[src/rtl/line_pkg.sv]
// Shared encodings for the line stepper: step direction codes and FSM states.
// Combinational helpers only; no latency, no flow control.
package line_pkg;

  localparam logic [1:0] DIR_NONE = 2'b00;
  localparam logic [1:0] DIR_POS  = 2'b01;
  localparam logic [1:0] DIR_NEG  = 2'b10;

  typedef enum logic [1:0] {
    S_IDLE = 2'd0,
    S_STEP = 2'd1,
    S_DONE = 2'd2
  } state_t;

  // Direction code from "end is above" / "end is below" flags; 00 when equal.
  function automatic logic [1:0] dir_of(input logic gt, input logic lt);
    return gt ? DIR_POS : (lt ? DIR_NEG : DIR_NONE);
  endfunction

endpackage

[src/rtl/line_stepper.sv]
// Bresenham stepper: start accepted at edge N, one step per cycle from N+1 while step_ready=1, done after the last step.
// step_ready=0 freezes position, error term and presented direction; step_valid never depends on step_ready.
module line_stepper
  import line_pkg::*;
#(
  parameter int W = 8
) (
  input  logic         clk,
  input  logic         rst,
  input  logic         start,
  input  logic         chain,
  input  logic         abort,
  input  logic [W-1:0] start_x,
  input  logic [W-1:0] start_y,
  input  logic [W-1:0] end_x,
  input  logic [W-1:0] end_y,
  output logic         busy,
  output logic         step_valid,
  input  logic         step_ready,
  output logic [1:0]   dirx,
  output logic [1:0]   diry,
  output logic [W-1:0] cur_x,
  output logic [W-1:0] cur_y,
  output logic         done
);

  localparam int EW = W + 2;

  state_t state, state_nxt;

  logic [W-1:0]         ex, ey, dx, dy;
  logic [1:0]           sx, sy;
  logic signed [EW-1:0] err;

  logic [W-1:0]         x0, y0, ldx, ldy, nx, ny;
  logic [1:0]           lsx, lsy;
  logic signed [EW-1:0] e2, dx_s, dy_s, err_nxt;
  logic                 mx, my, fire;

  // Segment setup: origin is either the requested start or the current pen.
  always_comb begin
    x0  = chain ? cur_x : start_x;
    y0  = chain ? cur_y : start_y;
    ldx = (end_x >= x0) ? end_x - x0 : x0 - end_x;
    ldy = (end_y >= y0) ? end_y - y0 : y0 - end_y;
    lsx = dir_of(end_x > x0, end_x < x0);
    lsy = dir_of(end_y > y0, end_y < y0);
  end

  assign dx_s = $signed({2'b00, dx});
  assign dy_s = $signed({2'b00, dy});
  assign e2   = err <<< 1;
  assign mx   = e2 > -dy_s;
  assign my   = e2 < dx_s;
  assign fire = (state == S_STEP) && step_ready;

  always_comb begin
    nx = cur_x;
    ny = cur_y;
    if (mx && sx == DIR_POS) nx = cur_x + W'(1);
    if (mx && sx == DIR_NEG) nx = cur_x - W'(1);
    if (my && sy == DIR_POS) ny = cur_y + W'(1);
    if (my && sy == DIR_NEG) ny = cur_y - W'(1);
    err_nxt = err - (mx ? dy_s : '0) + (my ? dx_s : '0);
  end

  always_comb begin
    state_nxt  = state;
    busy       = 1'b0;
    step_valid = 1'b0;
    done       = 1'b0;
    dirx       = DIR_NONE;
    diry       = DIR_NONE;
    case (state)
      S_IDLE: begin
        if (start) state_nxt = (x0 == end_x && y0 == end_y) ? S_DONE : S_STEP;
      end
      S_STEP: begin
        busy       = 1'b1;
        step_valid = 1'b1;
        dirx       = mx ? sx : DIR_NONE;
        diry       = my ? sy : DIR_NONE;
        // Abort takes priority; the step presented this cycle is dropped.
        if (abort) state_nxt = S_DONE;
        else if (fire && nx == ex && ny == ey) state_nxt = S_DONE;
      end
      S_DONE: begin
        done      = 1'b1;
        state_nxt = S_IDLE;
      end
      default: state_nxt = S_IDLE;
    endcase
  end

  always_ff @(posedge clk) begin
    if (!rst) begin
      state <= S_IDLE;
      cur_x <= '0;
      cur_y <= '0;
      ex    <= '0;
      ey    <= '0;
      dx    <= '0;
      dy    <= '0;
      sx    <= DIR_NONE;
      sy    <= DIR_NONE;
      err   <= '0;
    end else begin
      state <= state_nxt;
      case (state)
        S_IDLE: begin
          if (start) begin
            cur_x <= x0;
            cur_y <= y0;
            ex    <= end_x;
            ey    <= end_y;
            dx    <= ldx;
            dy    <= ldy;
            sx    <= lsx;
            sy    <= lsy;
            err   <= $signed({2'b00, ldx}) - $signed({2'b00, ldy});
          end
        end
        S_STEP: begin
          if (fire && !abort) begin
            cur_x <= nx;
            cur_y <= ny;
            err   <= err_nxt;
          end
        end
        default: ;
      endcase
    end
  end

endmodule

[config.mk]
export PLATFORM = sky130hd
export DESIGN_NAME = line_stepper
export DESIGN_NICKNAME = d
export VERILOG_FILES = /design/src/rtl/line_pkg.sv /design/src/rtl/line_stepper.sv
export SDC_FILE = /design/constraint.sdc
export NUM_CORES = 1
export LEC_CHECK = 0
export ABC_AREA = 1
export CORE_MARGIN = 2
export CORE_UTILIZATION = 55
export CTS_BUF_LIST = sky130_fd_sc_hd__clkbuf_4
export DETAILED_ROUTE_END_ITERATION = 8
export PLACE_DENSITY = 0.77
export REMOVE_ABC_BUFFERS = 1
export SETUP_SLACK_MARGIN = 0.4
export SYNTH_ARGS = -nofsm -noshare
export SYNTH_HDL_FRONTEND = slang
export SYNTH_SLANG_ARGS = --single-unit
[constraint.sdc]
create_clock -name clk -period 4.55 [get_ports clk]
set_input_delay 1.1375 -clock clk [delete_from_list [all_inputs] [get_ports clk]]
set_output_delay 1.1375 -clock clk [all_outputs]
set_load 0.02 [all_outputs]
==> results of run 1 <==
==> per-layer routing <==
layer / routed length [um] / global-route usage / vias up
met1: 9202 / 0.4335 / 3489
met5: 0 / 0 / -
met3: 1608 / 0.04729 / 53
met4: 674 / 0.1488 / 0
met2: 10330 / 0.5481 / 342
li1: - / - / 3723
==> worst reg2reg max path, delay by kind of cell, from the launching register on <==
kind,cells,cell delay (ps)
AOI/OAI and AO/OA,3,400
xor gates and xnor gates,2,240
adders and majority gates,4,1160
buffers and inverters,3,330
DFF,1,380
and+or+nand+nor,20,2020
==> cell usage after synthesis (2+ instances only) <==
master	number
sky130_fd_sc_hd__fa_1	13
sky130_fd_sc_hd__o21bai_1	3
sky130_fd_sc_hd__or2_2	2
sky130_fd_sc_hd__nor2_1	74
sky130_fd_sc_hd__o211ai_1	15
sky130_fd_sc_hd__inv_2	2
sky130_fd_sc_hd__a211oi_1	4
sky130_fd_sc_hd__o221ai_1	6
sky130_fd_sc_hd__a21oi_1	90
sky130_fd_sc_hd__o21ai_0	84
sky130_fd_sc_hd__nand2_2	6
sky130_fd_sc_hd__nor4_1	2
sky130_fd_sc_hd__inv_1	180
sky130_fd_sc_hd__buf_2	3
sky130_fd_sc_hd__ha_1	67
sky130_fd_sc_hd__nand3_1	36
sky130_fd_sc_hd__xor2_1	37
sky130_fd_sc_hd__nand4_2	2
sky130_fd_sc_hd__clkbuf_1	32
sky130_fd_sc_hd__mux2i_1	3
sky130_fd_sc_hd__dfxtp_1	63
sky130_fd_sc_hd__nand3b_1	13
sky130_fd_sc_hd__nor3_1	14
sky130_fd_sc_hd__xnor2_1	7
sky130_fd_sc_hd__nand4_1	7
sky130_fd_sc_hd__nand2_1	253
==> power groups by stage <==
stage | registers, uW | logic, uW | clock network [uW]
3_5_place_dp | 745 | 2550 | 0
4_1_cts | 735 | 2820 | 523
6_report | 744 | 3360 | 517
2_1_floorplan | 741 | 1610 | 0
5_1_grt | 754 | 3660 | 538
3_3_place_gp | 743 | 2490 | 0
==> stage by stage <==
| step | utilization | cell area (um^2) |
|---|---|---|
| after detailed placement | 0.7101 | 8212 |
| final | 0.7958 | 9204 |
| after global routing | 0.7958 | 9204 |
| after floorplan | - | 6450 |
| after CTS | 0.7645 | 8841 |
| after global placement | 0.7101 | 8212 |
==> worst max-delay path by stage <==
| stage | from | endpoint | depth (start not counted) |
|---|---|---|---|
| after global routing | dy[0] | err[7] | 29 |
| after global placement | chain | err[8] | 32 |
| after floorplan | chain | err[8] | 30 |
| final | dy[0] | dirx[0] | 19 |
| after detailed placement | chain | err[8] | 32 |
| after CTS | dy[1] | err[7] | 30 |
==> sequential cells by signal (all words and copies together) (netlist names) <==
signal and cells:
cur_y 8, state 2, sx 2, sy 2, cur_x 8, dy 8, err 9, dx 8
ey 8, ex 8
==> cell families (layout without fill, tap and decap cells) <==
| group | Yosys count | after routing | synth area share |
|---|---|---|---|
| buffers and inverters | 221 | 422 | 0.1277 |
| multiplexers | 4 | 4 | 0.006260 |
| flip-flops | 63 | 63 | 0.1912 |
| adder cells (fa/ha/maj) | 80 | 80 | 0.1665 |
| AO/OA/AOI/OAI | 210 | 210 | 0.1743 |
| AND/OR/NAND/NOR | 419 | 419 | 0.2756 |
| other | 0 | 1 | 0 |
| XOR/XNOR | 44 | 44 | 0.05842 |
==> what timing repair did <==
action	4_1_cts	5_1_grt
pin swaps	47	60
resized for setup	120	69
buffers inserted	21	12
gates cloned	1	0
endpoints found under the setup margin	9	9
==> final cells by class <==
class	count	share of cell area
Multi-Input combinational cell	757	0.5450
Timing Repair Buffer	222	0.2019
Sequential cell	63	0.1376
Inverter	184	0.07586
Tap cell	143	0.01944
Clock inverter	4	0.01020
Clock buffer	12	0.009788
Antenna cell	1	0.0002719
==> impl_metrics.py, run 1 <==
metrics = {
    "clocking": {
        "cts-hold-fix-buffers": 0,
        "cts-buffers-inserted": 9,
        "cts-root-buf": "sky130_fd_sc_hd__clkbuf_4",
        "clock_latency_ps": 450,
        "number_of_sinks_driven_by_the_clock_tree": 63,
        "max-clock-path-buffers": 2,
        "cts.reportedPaths.clkPinSlew_ps": 120,
        "tritoncts": "yes",
        "cts-htree-levels": 3,
    },
    "critical_path": {
        "cpMostUsedCell": "sky130_fd_sc_hd__buf_6",
        "timing.critical_path.max_delay_family": "simple AND/OR/NAND/NOR gates",
        "timing.critical_path.required_ps": 3410,
        "crit_path_cell_trace": "nor3_4 -> nand2_1 -> nor2_1 -> nand2_2 -> nor3_1 -> ha_1 -> nand2_2 -> inv_1 -> a21oi_2 -> nand3_2 -> nand2_2 -> nand3_4 -> buf_4 -> buf_6 -> buf_6 -> buf_6 -> buf_6 -> nor3_4 -> buf_6",
        "critical_path.max_stage_delay_ps": 380,
        "worst-path-max-fanout": 4,
        "cp_data_arrival_time_ps": 3560,
        "crit-reg2reg-capture": "err[8]",
        "critPathLaunchType": "register",
        "cpMaxStageDelayCell": "sky130_fd_sc_hd__dfxtp_4",
        "source_of_the_worst_register_to_register_timing_path": "dy[0]",
        "worstSetupPathType": "register to primary output",
        "slack_of_the_worst_reg_to_reg_path_ps": -50,
        "critPathBufInv": 7,
        "crit_path_end_kind": "primary output",
        "worst_r2r_path_depth": 32,
    },
    "min_path": {
        "hold_crit_start": "cur_x[7]",
        "whs_path_depth": 2,
        "holdPathEnd": "cur_x[7]",
        "worstHoldPathType": "register to register",
    },
    "yosys": {
        "synth_seq_area_share": 0.1912,
        "post_synth_arst_share": 0,
        "ys.flop_type": "sky130_fd_sc_hd__dfxtp_1",
        "synth_edf_count": 0,
        "synth_top_area_cell": "sky130_fd_sc_hd__dfxtp_1",
        "synthDominantCellAreaShare": 0.1912,
        "synth.lib_cells_used.distinct": 49,
        "yosysWarnings": 0,
        "post_synth_instance_area_um2": 6596,
        "synth.top_cells.by_area": "sky130_fd_sc_hd__dfxtp_1 19%, sky130_fd_sc_hd__nand2_1 14%, sky130_fd_sc_hd__ha_1 13%",
        "yosys_register_bits": 63,
        "avg_cell_area_syn_um2": 6.337,
        "syn_inst": 1041,
    },
    "detailed_routing": {
        "detailedRoute.firstPassIterationCount": 5,
        "wl_per_cell_um": 15.74,
        "drt.antenna.violating_nets": 0,
        "detail_route.wirelength_um": 21810,
        "vias_per_cell": 5.488,
        "drc": 0,
        "total_number_of_vias": 7607,
        "initial_drt_markers": 721,
    },
    "global_route": {
        "global_route_wire_length_before_repair_um": 33810,
        "grt_start_max_net_pins": 52,
        "grt.overflow.total": 0,
        "number_of_global_route_vias_before_repair": 7127,
        "grt_antenna_before_repair": 1,
        "grt_usage": 0.3322,
    },
    "status": {
        "status": "complete, but fails checks",
        "failing_checks": "setup timing",
    },
    "sta": {
        "setup-violations-final": 4,
        "rsz0062_at_grt": "yes",
        "worst_slack_ps": -145.0,
        "slew-limit-headroom": 0.5107,
        "final_max_slew_viol_count": 0,
        "skew_ps": 18.47,
        "fin_tns_setup_ps": -281.8,
        "hold_violations": 0,
        "min_period_ps": 4695,
        "fin_worst_hold_slack_ps": 498.4,
        "final.period_utilization": 1.032,
        "achievable-frequency_ghz": 0.2130,
        "max_slew.worst_pin.slew_ps": 733.1,
    },
    "placed_design": {
        "dp_cells": 1335,
        "place.gp.congestion": 0.9464,
        "place_ws_ps": -939.8,
        "hpwlAfterDp_um": 15560,
        "portBuffers": 60,
    },
    "floorplan": {
        "core_area_um2": 11560,
        "initial_core_utilization": 0.5704,
        "die_extent_in_y_um": 113.5,
        "dieArea_um2": 12890,
        "die_x_um": 113.5,
        "design.portCount": 61,
        "fp-row-count": 39,
    },
    "layout": {
        "area_used_by_multi_input_combinational_logic_um2": 5016,
        "fraction_of_layout_cells_with_a_size_suffix_above_1": 0.2536,
        "filler_cells": 831,
        "synthesis_to_finish_area_growth_pct": 39.53,
        "layout.cells.most_common_list": "235 x sky130_fd_sc_hd__nand2_1, 165 x sky130_fd_sc_hd__inv_1, 150 x sky130_fd_sc_hd__buf_4",
        "layout_commonest_cell": "sky130_fd_sc_hd__nand2_1",
        "storage_element_area_um2": 1266,
        "finish.cell_count_without_fillers": 1386,
        "num-nets-final": 1355,
    },
    "flow_run": {
        "drv_cap": 0,
    },
    "power": {
        "power.clock.fraction": 0.112,
        "power.leakage_uw": 0.004652,
        "power_frac_seq": 0.161,
        "pwr_density_cell_nw_per_um2": 501.6,
        "vdd.ir_drop.worst_v": 0.0002889,
        "internal_power_uw": 2435,
        "design_power_total_uw": 4617,
        "netSwitchingPower_uw": 2181,
        "net_sw_frac": 0.4725,
        "power.combinational.fraction": 0.727,
    },
}
(Power assumes the default switching activity.)
==> run 2: changes to the inputs <==
CAP_MARGIN = 10   (was default)
REMOVE_ABC_BUFFERS = default   (was 1)
SLEW_MARGIN = 20   (was default)
==> run 2 against run 1 <==
Against the previous run:
- cell area up 1.3%
- the run still ends with setup timing left
- critical endpoint is now err[7]
- combinational power up 4%
- sequential share of layout area down 0.13 points
- total power up 0.17%
- highest routed layer unchanged
==> impl_metrics.py, run 2 (synthesis results as in run 1) <==
metrics = {
    "critical_path": {
        "cpMaxStageDelayCell": "sky130_fd_sc_hd__fa_1",
        "timing.critical_path.required_ps": 4900,
        "worstSetupPathType": "register to register",
        "timing.critical_path.max_delay_family": "simple AND/OR/NAND/NOR gates",
        "critical_path.max_stage_delay_ps": 550,
        "slack_of_the_worst_reg_to_reg_path_ps": -190,
        "critPathBufInv": 3,
        "critPathLaunchType": "register",
        "worst-path-max-fanout": 5,
        "crit_path_end_kind": "register",
        "cp_data_arrival_time_ps": 5090,
    },
    "detailed_routing": {
        "drc": 0,
        "vias_per_cell": 5.699,
        "total_number_of_vias": 7921,
        "drt.antenna.violating_nets": 0,
        "initial_drt_markers": 962,
        "wl_per_cell_um": 16.86,
        "detailedRoute.firstPassIterationCount": 6,
        "detail_route.wirelength_um": 23440,
    },
    "layout": {
        "area_used_by_multi_input_combinational_logic_um2": 5071,
        "registers.top_by_ff_count": "err",
        "storage_element_area_um2": 1270,
        "num-nets-final": 1360,
        "final_area_um2": 9321,
        "synthesis_to_finish_area_growth_pct": 41.31,
        "filler_cells": 767,
        "fraction_of_layout_cells_with_a_size_suffix_above_1": 0.2576,
        "layout.cells.most_common_list": "236 x sky130_fd_sc_hd__nand2_1, 167 x sky130_fd_sc_hd__inv_1, 155 x sky130_fd_sc_hd__buf_4",
        "largest_register_ffs": 9,
        "finish.cell_count_without_fillers": 1390,
        "layout_commonest_cell": "sky130_fd_sc_hd__nand2_1",
    },
    "power": {
        "design_power_total_uw": 4625,
        "pwr_density_cell_nw_per_um2": 496.2,
        "vdd.ir_drop.worst_v": 0.0003416,
        "power.leakage_uw": 0.004709,
    },
    "status": {
        "status": "complete, but fails checks",
        "failing_checks": "setup timing",
    },
    "global_route": {
        "grt_antenna_before_repair": 1,
        "grt.overflow.total": 0,
        "grt_start_max_net_pins": 52,
        "number_of_global_route_vias_before_repair": 7393,
        "grt_usage": 0.3507,
        "global_route_wire_length_before_repair_um": 35800,
    },
    "sta": {
        "hold_violations": 0,
        "achievable-frequency_ghz": 0.2109,
        "final_max_slew_viol_count": 0,
        "skew_ps": 13.11,
        "rsz0062_at_grt": "yes",
        "worst_slack_ps": -191.5,
        "final.period_utilization": 1.042,
        "fin_tns_setup_ps": -323.3,
        "max_slew.worst_pin.slew_ps": 779.7,
        "slew-limit-headroom": 0.4796,
        "setup-violations-final": 3,
        "min_period_ps": 4741,
    },
    "clocking": {
        "cts-htree-levels": 3,
        "clock_latency_ps": 450,
        "cts.reportedPaths.clkPinSlew_ps": 120,
        "cts-buffers-inserted": 9,
        "number_of_sinks_driven_by_the_clock_tree": 63,
        "cts-hold-fix-buffers": 0,
        "cts-root-buf": "sky130_fd_sc_hd__clkbuf_4",
        "tritoncts": "yes",
        "max-clock-path-buffers": 2,
    },
    "placed_design": {
        "dp_cells": 1340,
        "place.gp.congestion": 1.018,
        "portBuffers": 60,
        "hpwlAfterDp_um": 15480,
        "post_dp_cell_area_um2": 8343,
        "place_ws_ps": -800.7,
    },
    "floorplan": {
        "initial_core_utilization": 0.5704,
        "die_x_um": 113.5,
        "die_extent_in_y_um": 113.5,
        "dieArea_um2": 12890,
        "core_area_um2": 11560,
        "design.portCount": 61,
        "fp-row-count": 39,
    },
    "yosys": {
        "postSynthNetCount": 1159,
    },
    "min_path": {
        "worstHoldPathType": "register to register",
    },
    "flow_run": {
        "drv_cap": 0,
    },
}
==> run 2: what timing repair did <==
item / CTS / global route
setup endpoints to repair: 9 / 10
pin swaps: 45 / 49
gates cloned: 2 / 0
gates resized for setup: 106 / 59
setup buffers: 22 / 9
==> run 2: worst paths after layout <==
kind / from / to / cells after the start
max: dy[1] / err[7] / 31
min: cur_x[7] / cur_x[7] / 2
max reg2reg: dy[1] / err[7] / 31
min reg2reg: cur_x[7] / cur_x[7] / 2
==> run 2: routing by layer <==
layer / routed length (um) / up-vias / global-route usage
li1: - / 3725 / -
met1: 9279 / 3610 / 0.4497
met2: 10750 / 479 / 0.5756
met3: 2200 / 107 / 0.05845
met4: 1207 / 0 / 0.1691
met5: 0 / - / 0
==> run 2: where the power goes <==
part	total, uW	internal [uW]	leakage [uW]	switching, uW
clock	400	158	0.0000704	242
combinational	3480	1530	0.00412	1950
sequential	741	638	0.000522	103
==> run 2: per-stage QoR <==
step                  util  hold WS [ps]
floorplan                -         455.9
global placement    0.7214         473.7
detailed placement  0.7214         478.9
CTS                 0.7789         499.2
global route        0.8060         531.9
finish              0.8060         497.9
==> run 2: layout make-up <==
type / count / share of cell area
Inverter: 184 / 0.07544
Multi-Input combinational cell: 757 / 0.5440
Timing Repair Buffer: 227 / 0.2119
Antenna cell: 1 / 0.0002685
Tap cell: 143 / 0.01919
Clock inverter: 6 / 0.005638
Clock buffer: 9 / 0.007248
Sequential cell: 63 / 0.1362
==> run 2: worst reg2reg max path: cells and delay by family, from the launching register on <==
| kind | cells | cell delay [ps] |
|---|---|---|
| XOR/XNOR | 1 | 160 |
| buffers and inverters | 3 | 250 |
| adder cells (fa/ha/maj) | 3 | 1060 |
| AND/OR/NAND/NOR | 18 | 1910 |
| flip-flops | 1 | 390 |
| AO/OA/AOI/OAI | 6 | 870 |
==> run 3: changes to the inputs <==
CORE_MARGIN = default   (was 2)
CTS_CLUSTER_SIZE = 25   (was default)
==> run 3 against run 2 <==
Against the previous run:
- the run ends with DRC, setup timing left
- register-to-register slack got worse by 80 ps
- flip-flop and latch count unchanged
- critical path depth grew 2
- critical path type unchanged
- largest power group unchanged
==> impl_metrics.py, run 3 (synthesis results as in run 1) <==
metrics = {
    "layout": {
        "largest_register_ffs": 9,
        "filler_cells": 725,
        "fraction_of_layout_cells_with_a_size_suffix_above_1": 0.2760,
        "synthesis_to_finish_area_growth_pct": 44.65,
        "registers.top_by_ff_count": "err",
        "layout_commonest_cell": "sky130_fd_sc_hd__nand2_1",
        "final_area_um2": 9542,
        "num-nets-final": 1374,
        "post_route_utilization": 0.8251,
        "layout.cells.most_common_list": "237 x sky130_fd_sc_hd__nand2_1, 161 x sky130_fd_sc_hd__buf_4, 160 x sky130_fd_sc_hd__inv_1",
    },
    "flow_run": {
        "drv_cap": 0,
    },
    "detailed_routing": {
        "drc": 6,
        "detail_route.wirelength_um": 25710,
        "drt.antenna.violating_nets": 0,
        "total_number_of_vias": 8343,
        "wl_per_cell_um": 18.30,
        "detailedRoute.firstPassIterationCount": 9,
        "vias_per_cell": 5.938,
        "initial_drt_markers": 1106,
    },
    "critical_path": {
        "critPathLaunchType": "register",
        "timing.critical_path.required_ps": 4980,
        "crit_path_end_kind": "register",
        "cpMostUsedCell": "sky130_fd_sc_hd__nand2_1",
        "worstSetupPathType": "register to register",
        "worst-path-max-fanout": 4,
        "cpMaxStageDelayCell": "sky130_fd_sc_hd__fa_1",
        "critical_path.max_stage_delay_ps": 550,
        "cp_data_arrival_time_ps": 5250,
    },
    "min_path": {
        "worstHoldPathType": "register to register",
    },
    "global_route": {
        "grt.overflow.total": 0,
        "global_route_wire_length_before_repair_um": 34360,
        "number_of_global_route_vias_before_repair": 7372,
        "grt_antenna_before_repair": 1,
        "grt_start_max_net_pins": 39,
        "grt_usage": 0.3484,
    },
    "clocking": {
        "cts-buffers-inserted": 9,
        "cts-hold-fix-buffers": 0,
        "tritoncts": "yes",
        "cts-root-buf": "sky130_fd_sc_hd__clkbuf_4",
        "cts.reportedPaths.clkPinSlew_ps": 120,
        "max-clock-path-buffers": 2,
        "clock_latency_ps": 480,
        "cts-htree-levels": 3,
        "number_of_sinks_driven_by_the_clock_tree": 63,
    },
    "placed_design": {
        "hpwlAfterDp_um": 15580,
        "place.gp.congestion": 0.9541,
        "post_dp_cell_area_um2": 8351,
        "portBuffers": 60,
    },
    "sta": {
        "worst_slack_ps": -276.4,
        "rsz0062_at_grt": "yes",
        "final_max_slew_viol_count": 0,
        "achievable-frequency_ghz": 0.2072,
        "final.period_utilization": 1.061,
        "hold_violations": 0,
        "min_period_ps": 4826,
        "skew_ps": 15.85,
        "max_slew.worst_pin.slew_ps": 1188,
        "fin_worst_hold_slack_ps": 489.0,
        "slew-limit-headroom": 0.2065,
        "setup-violations-final": 7,
    },
    "floorplan": {
        "die_extent_in_y_um": 111.5,
        "fp-row-count": 39,
        "initial_core_utilization": 0.5704,
        "dieArea_um2": 12440,
        "design.portCount": 61,
        "core_area_um2": 11560,
        "die_x_um": 111.5,
    },
    "power": {
        "pwr_density_cell_nw_per_um2": 525.2,
        "power.leakage_uw": 0.004809,
        "vdd.ir_drop.worst_v": 0.0003828,
    },
    "status": {
        "status": "complete, but fails checks",
        "failing_checks": "DRC, setup timing",
    },
    "yosys": {
        "postSynthNetCount": 1159,
    },
}
run 3: critical path: cells and delay by family, from the launching register on:
kind,cells,cell delay (ps)
buffers and inverters,5,460
adder cells (fa/ha/maj),3,980
flip-flops,1,390
AO/OA/AOI/OAI,5,650
AND/OR/NAND/NOR,20,2280
run 3: what timing repair did:
action                     in CTS  in global routing
setup buffers                  21                 24
pin swaps                      51                 66
cloned                          1                  1
gates resized for setup       114                 93
setup endpoints to repair       9                  9
run 3: report_power, final:
group | leakage, uW | switching [uW] | internal [uW]
Clock | 0.0000594 | 240 | 102
Combinational | 0.00423 | 2160 | 1770
Sequential | 0.000522 | 104 | 638
run 3: worst paths after layout:
kind,start,end,slack (ps),depth (start not counted)
setup / recovery,dy[0],err[7],-280,33
hold / removal,cur_x[7],cur_x[7],490,2
setup reg to reg,dy[0],err[7],-280,33
hold reg to reg,cur_x[7],cur_x[7],490,2
run 3: layer usage:
layer / up-vias / routed length, um / track usage
met5: - / 0 / 0
met4: 0 / 1495 / 0.1658
met3: 170 / 2755 / 0.06260
met2: 625 / 12040 / 0.6029
met1: 3790 / 9419 / 0.4178
li1: 3758 / - / -
run 3: final cells by class:
class | count | area, um^2 | share of cell area
multi-input combinational | 757 | 5186 | 0.5435
antenna | 1 | 2.502 | 0.0002623
clock buffer | 9 | 67.56 | 0.007081
sequential | 63 | 1270 | 0.1331
clock inverter | 7 | 30.03 | 0.003147
tap | 143 | 178.9 | 0.01875
inverter | 184 | 700.7 | 0.07343
timing repair buffer | 241 | 2106 | 0.2207
run 3: through the flow:
step / instances / total power (uW) / setup WS (ps) / setup TNS, ps
finish: 1405 / 5012 / -276.4 / -973.5
global route: 1405 / 5271 / -452.7 / -1878
detailed placement: 1341 / 3355 / -833.3 / -3891
global placement: 1341 / 3289 / -716.2 / -3034
floorplan: 1041 / 2437 / 87.40 / 0
CTS: 1379 / 4230 / 181.7 / 0
